==> config.mk <==
export PLATFORM = sky130hd
export DESIGN_NAME = mem_port_arbiter
export DESIGN_NICKNAME = d
export VERILOG_FILES = /design/src/rtl/mem_port_arbiter.sv
export SDC_FILE = /design/constraint.sdc
export NUM_CORES = 1
export LEC_CHECK = 0
export BUFFER_PORTS_ARGS = -buffer_cell sky130_fd_sc_hd__buf_4
export CAP_MARGIN = 0
export CORE_ASPECT_RATIO = 2
export CORE_MARGIN = 10
export CORE_UTILIZATION = 45
export CTS_CLUSTER_SIZE = 24
export DETAILED_ROUTE_END_ITERATION = 12
export PLACE_DENSITY_LB_ADDON = 0.15
export SYNTH_ARGS = -nofsm -noshare
export SYNTH_HDL_FRONTEND = slang
export SYNTH_SLANG_ARGS = --single-unit
==> constraint.sdc <==
create_clock -name clk -period 2.67 [get_ports clk]
set_clock_uncertainty 0.2 [all_clocks]
set_input_delay 0.534 -clock clk [delete_from_list [all_inputs] [get_ports clk]]
set_output_delay 0.534 -clock clk [all_outputs]
set_load 0.03 [all_outputs]
==> src/rtl/mem_port_arbiter.sv <==
// mem_port_arbiter
//   Shares one memory port between an instruction-fetch requester and a
//   data requester. An IDLE/BUSY/RESP FSM grants one access at a time and
//   holds the memory request stable until mem_ready or a wait timeout. It
//   then returns a single-cycle ack, with read data and an error flag, to
//   the requester that owned the access. All outputs are registered.
//
//   Build option: define ARB_ROUND_ROBIN_EN to alternate grants between the
//   two ports on simultaneous requests. Without it the data port always wins.
//
// Parameters
//   TIMEOUT    wait cycles tolerated before an access is abandoned (1..255)
//
// Ports
//   clk        clock, all state on rising edge
//   rst        synchronous reset, active low
//   if_req     fetch request (level)
//   if_addr    fetch address
//   if_rdata   fetch data, valid with if_ack
//   if_ack     fetch completion pulse
//   d_req      data request (level)
//   d_we       data write enable (1 = write)
//   d_addr     data address
//   d_wdata    data write data
//   d_rdata    data read data, valid with d_ack (0 for writes)
//   d_ack      data completion pulse
//   err        timeout flag, high with the ack of an abandoned access
//   mem_req    memory request
//   mem_we     memory write enable
//   mem_addr   memory address
//   mem_wdata  memory write data
//   mem_rdata  memory read data, valid with mem_ready
//   mem_ready  memory completes the current access this cycle

module mem_port_arbiter #(
  parameter int unsigned TIMEOUT = 255
) (
  input  logic        clk,
  input  logic        rst,
  input  logic        if_req,
  input  logic [31:0] if_addr,
  output logic [31:0] if_rdata,
  output logic        if_ack,
  input  logic        d_req,
  input  logic        d_we,
  input  logic [31:0] d_addr,
  input  logic [31:0] d_wdata,
  output logic [31:0] d_rdata,
  output logic        d_ack,
  output logic        err,
  output logic        mem_req,
  output logic        mem_we,
  output logic [31:0] mem_addr,
  output logic [31:0] mem_wdata,
  input  logic [31:0] mem_rdata,
  input  logic        mem_ready
);

  typedef enum logic [1:0] {
    IDLE = 2'd0,
    BUSY = 2'd1,
    RESP = 2'd2
  } state_t;

  localparam logic [7:0] TO_CNT = 8'(TIMEOUT);

  state_t      state_q, state_d;
  logic [7:0]  wait_q, wait_d;
  logic        gnt_data_q, gnt_data_d;
  logic        mem_req_q, mem_req_d;
  logic        mem_we_q, mem_we_d;
  logic [31:0] mem_addr_q, mem_addr_d;
  logic [31:0] mem_wdata_q, mem_wdata_d;
  logic        if_ack_q, if_ack_d;
  logic        d_ack_q, d_ack_d;
  logic [31:0] if_rdata_q, if_rdata_d;
  logic [31:0] d_rdata_q, d_rdata_d;
  logic        err_q, err_d;

  logic        any_req;
  logic        pick_data;
  logic        timed_out;

  assign any_req   = if_req | d_req;
  // The counter has already counted TIMEOUT waits; a ready in this same
  // cycle still completes the access normally.
  assign timed_out = !mem_ready && (wait_q == TO_CNT);

`ifdef ARB_ROUND_ROBIN_EN
  // 1 = the data port received the most recent grant
  logic last_data_q;

  always_ff @(posedge clk) begin
    if (!rst) begin
      last_data_q <= 1'b0;
    end else if (state_q == IDLE && any_req) begin
      last_data_q <= pick_data;
    end
  end

  assign pick_data = d_req && (!if_req || !last_data_q);
`else
  assign pick_data = d_req;
`endif

  // State and output registers
  always_ff @(posedge clk) begin
    if (!rst) begin
      state_q     <= IDLE;
      wait_q      <= 8'd0;
      gnt_data_q  <= 1'b0;
      mem_req_q   <= 1'b0;
      mem_we_q    <= 1'b0;
      mem_addr_q  <= 32'd0;
      mem_wdata_q <= 32'd0;
      if_ack_q    <= 1'b0;
      d_ack_q     <= 1'b0;
      if_rdata_q  <= 32'd0;
      d_rdata_q   <= 32'd0;
      err_q       <= 1'b0;
    end else begin
      state_q     <= state_d;
      wait_q      <= wait_d;
      gnt_data_q  <= gnt_data_d;
      mem_req_q   <= mem_req_d;
      mem_we_q    <= mem_we_d;
      mem_addr_q  <= mem_addr_d;
      mem_wdata_q <= mem_wdata_d;
      if_ack_q    <= if_ack_d;
      d_ack_q     <= d_ack_d;
      if_rdata_q  <= if_rdata_d;
      d_rdata_q   <= d_rdata_d;
      err_q       <= err_d;
    end
  end

  // Next-state logic
  always_comb begin
    state_d = state_q;
    case (state_q)
      IDLE:    if (any_req) state_d = BUSY;
      BUSY:    if (mem_ready || timed_out) state_d = RESP;
      RESP:    state_d = IDLE;
      default: state_d = IDLE;
    endcase
  end

  // Output next values; acks, read data and err default to 0 so they are
  // only non-zero during the single RESP cycle.
  always_comb begin
    wait_d      = wait_q;
    gnt_data_d  = gnt_data_q;
    mem_req_d   = mem_req_q;
    mem_we_d    = mem_we_q;
    mem_addr_d  = mem_addr_q;
    mem_wdata_d = mem_wdata_q;
    if_ack_d    = 1'b0;
    d_ack_d     = 1'b0;
    if_rdata_d  = 32'd0;
    d_rdata_d   = 32'd0;
    err_d       = 1'b0;
    case (state_q)
      IDLE: begin
        wait_d = 8'd0;
        if (any_req) begin
          gnt_data_d  = pick_data;
          mem_req_d   = 1'b1;
          mem_we_d    = pick_data & d_we;
          mem_addr_d  = pick_data ? d_addr : if_addr;
          mem_wdata_d = pick_data ? d_wdata : 32'd0;
        end
      end
      BUSY: begin
        if (mem_ready || timed_out) begin
          wait_d      = 8'd0;
          mem_req_d   = 1'b0;
          mem_we_d    = 1'b0;
          mem_addr_d  = 32'd0;
          mem_wdata_d = 32'd0;
          err_d       = timed_out;
          if (gnt_data_q) begin
            d_ack_d   = 1'b1;
            d_rdata_d = (mem_ready && !mem_we_q) ? mem_rdata : 32'd0;
          end else begin
            if_ack_d   = 1'b1;
            if_rdata_d = mem_ready ? mem_rdata : 32'd0;
          end
        end else begin
          wait_d = wait_q + 8'd1;
        end
      end
      default: begin
        wait_d = 8'd0;
      end
    endcase
  end

  assign mem_req   = mem_req_q;
  assign mem_we    = mem_we_q;
  assign mem_addr  = mem_addr_q;
  assign mem_wdata = mem_wdata_q;
  assign if_ack    = if_ack_q;
  assign d_ack     = d_ack_q;
  assign if_rdata  = if_rdata_q;
  assign d_rdata   = d_rdata_q;
  assign err       = err_q;

endmodule

==> metrics.log <==
[metrics] number of top-level pins: around 270
[metrics] FILL cells: roughly 900
[metrics] setup violators final: 0
[metrics] mean routed wirelength per cell: approximately 18 um
[metrics] global-route usage over all layers: between 10% and 20%
[metrics] power per cell area: approximately 730 nW/um^2
[metrics] clock latency at the later pin of the worst-skew pair: ~0.41 ns
[metrics] yosys warns: 0
[metrics] endpoint class of the critical path: flip-flop
[metrics] Max Clock Freq: roughly 420 MHz
[metrics] root buf cell: sky130_fd_sc_hd__clkbuf_16
[metrics] post-synthesis async set-or-reset flop share: 0%
[metrics] postcts setup bufs: 0
[metrics] Placer Congestion: 0.7786
[metrics] row cnt: 54
[metrics] first-pass GRT wire length: between 20000 and 25000 um
[metrics] highest-count cells in the layout ignoring fill and taps: sky130_fd_sc_hd__buf_4, sky130_fd_sc_hd__dfxtp_1, sky130_fd_sc_hd__and2_1
[metrics] Max VDD drop: roughly 0.48 mV
[metrics] most common cell after layout, fill and taps aside: sky130_fd_sc_hd__buf_4
[metrics] initial core utilization: roughly 46%
[metrics] category of the critical setup timing path: reg2reg
[metrics] placed inst area: between 7000 and 8000 um^2
[metrics] pin slew with the least headroom to its limit: 0.8271 ns
[metrics] Reg clk slew, reported paths: 0.06 ns
[metrics] number of iterations in the first detailed-routing pass: 4
[metrics] overall power after layout: around 5.6 mW
[metrics] clock tree from TritonCTS: done
[metrics] post-cts resize count: 0
[metrics] Avg Vias per Cell: 4.940
[metrics] number of synthesized flops with an enable pin: 0
[metrics] Post-Syn Area: between 5000 and 6000 um^2
[metrics] number of clock sinks: about 140
[metrics] DRC viols: 0
[metrics] leakage dissipation: 3.603 nW
[metrics] post-detail-place hpwl: ~13000 um
[metrics] number of global-route vias before repair: 4671
[metrics] top_reg_cell synth: sky130_fd_sc_hd__dfxtp_1
[metrics] net count of the finished layout: about 870
[metrics] share of the yosys chip area belonging to registers: between 50% and 60%
[metrics] maximum number of pins on one net before global-route repair: 44
[metrics] Post-Synthesis Net Count: just over 600
[metrics] run status: complete, no violations
[metrics] die boundary width: about 95 um
[metrics] total gr overflow: 0
[metrics] die area: roughly 16000 um^2
[metrics] total vias in the final route: around 4400
[metrics] Placeable Area: roughly 11000 um^2
[metrics] count of endpoints failing hold in the final timing report: 0
[metrics] drt initial violations: approximately 160
[metrics] number of nets still failing antenna checks after routing: 0
[metrics] Fin Setup TNS: 0 ns
[metrics] Arr. time, crit path: approximately 2.5 ns
[metrics] worst rel slew slack: roughly 45%
[metrics] IO Port Bufs: between 200 and 300
[metrics] average instance area after synthesis: about 11 um^2
[metrics] Routed Wire Length: 15870 um
[metrics] clk buf depth: 2
[metrics] worst hold path class: in2reg
[metrics] count of antenna diodes in the layout: 0
[metrics] number of synthesized register bits: around 140
[metrics] unrepaired setup endpoints after global routing: no
[metrics] CTS HTree Levels: 4
[metrics] gate count after technology mapping: about 470
[metrics] cell area after layout: between 7000 and 8000 um^2
[metrics] number of maximum-capacitance constraint violations: 0
[metrics] worst setup slack after placement: between 0.3 and 0.4 ns
[metrics] die height: roughly 170 um
[metrics] required time of the critical path: approximately 2.8 ns
[metrics] Area growth, synth to finish: 53.98%
[metrics] total of hold buffers inserted after clock tree synthesis: 0
[metrics] worst-path maximum fanout: 23
[metrics] initial antenna violation count: 0
[metrics] final worst setup slack: 0.3064 ns
[metrics] count of unique library cells instantiated by Yosys: 35
[metrics] CP startpoint kind: flip-flop
[metrics] TritonCTS buffer count: 17
[metrics] final cycle utilization of the critical path: between 80% and 90%
[metrics] pins over their slew limit: 0
[metrics] clock period minus worst slack: ~2.4 ns
[metrics] ratio of cells with drive above 1 in the final layout: 43.36%
## through the flow
stage | instances | hold slack, ns | util [%]
after global routing | 885 | 0.1199 | 70.60
after detailed placement | 854 | 0.2397 | 64.72
after floorplan | 473 | 0.2132 | -
after global placement | 854 | 0.2307 | 64.72
final | 885 | 0.1257 | 70.60
after CTS | 885 | 0.1129 | 70.60
## cell usage after synthesis (4+ instances only)
library cell / count / share of area (%)
sky130_fd_sc_hd__nand2_1: 45 / 3.4
sky130_fd_sc_hd__buf_2: 5 / 0.50
sky130_fd_sc_hd__mux2i_1: 23 / 4.6
sky130_fd_sc_hd__mux2_2: 9 / 2.0
sky130_fd_sc_hd__o21ai_2: 4 / 0.70
sky130_fd_sc_hd__and2_1: 66 / 8.2
sky130_fd_sc_hd__clkbuf_1: 22 / 1.6
sky130_fd_sc_hd__o2bb2ai_1: 23 / 4.0
sky130_fd_sc_hd__a21boi_1: 38 / 5.7
sky130_fd_sc_hd__o21ai_1: 17 / 1.7
sky130_fd_sc_hd__buf_6: 5 / 1.1
sky130_fd_sc_hd__and3_1: 4 / 0.50
sky130_fd_sc_hd__nand3_1: 5 / 0.50
sky130_fd_sc_hd__dfxtp_1: 144 / 57
sky130_fd_sc_hd__o21ai_0: 22 / 2.2
sky130_fd_sc_hd__nor2_1: 10 / 0.75
## where the power goes
group	switching [mW]	internal (mW)	total (mW)
sequential	0.0520	2.25	2.30
clock	0.875	1.66	2.54
combinational	0.450	0.349	0.800
total	1.38	4.26	5.64
## layout make-up
class | instances | area [um^2] | share of cell area [%]
timing repair buffer | 275 | 2064 | 26.72
tap | 140 | 175.2 | 2.267
multi-input combinational | 292 | 1951 | 25.24
inverter | 3 | 11.26 | 0.1457
sequential | 144 | 2883 | 37.31
clock inverter | 12 | 210.2 | 2.720
clock buffer | 19 | 432.9 | 5.602
## path summary, 6_finish.rpt
| check | start | to | slack, ns | depth (start not counted) |
|---|---|---|---|---|
| setup / recovery | wait_q[0] | mem_addr[24] | 0.31 | 5 |
| hold / removal | mem_rdata[12] | if_rdata[12] | 0.13 | 2 |
| setup reg to reg | wait_q[0] | mem_addr[24] | 0.31 | 5 |
| hold reg to reg | wait_q[0] | wait_q[0] | 0.24 | 1 |
## sequential cells by signal, summed over array words and instances (netlist names)
| signal | count |
|---|---|
| d_ack | 1 |
| mem_wdata | 32 |
| err | 1 |
| mem_req | 1 |
| gnt_data_q | 1 |
| if_rdata | 32 |
| if_ack | 1 |
| mem_addr | 32 |
| state_q | 2 |
| d_rdata | 32 |
| mem_we | 1 |
| wait_q | 8 |
## metal layers
metal | part of all wire, % | track usage (%) | routed length [um]
met2 | 54 | 34.96 | 8625
met1 | 32 | 17.44 | 5055
met3 | 11 | 9.836 | 1723
met5 | 0 | 0 | 0
met4 | 2.9 | 8.246 | 463
## critical path: stages (launching register included)
cell and delay, ns:
sky130_fd_sc_hd__dfxtp_1 0.32, sky130_fd_sc_hd__ha_1 0.22, sky130_fd_sc_hd__and3_1 0.27, sky130_fd_sc_hd__a31oi_1 0.34
sky130_fd_sc_hd__a22o_1 0.74, sky130_fd_sc_hd__o2bb2ai_1 0.19
## kinds of logic (layout without fill, tap and decap cells)
group | count (synthesis) | count (layout) | share of synthesized area, %
AOI/OAI and AO/OA | 114 | 114 | 16.31
and+or+nand+nor | 139 | 139 | 14.56
adders and majority gates | 1 | 1 | 0.2493
muxes | 32 | 32 | 6.607
buffers and inverters | 37 | 309 | 3.789
xor gates and xnor gates | 6 | 6 | 1.047
DFF | 144 | 144 | 57.44
(Power assumes the default switching activity.)
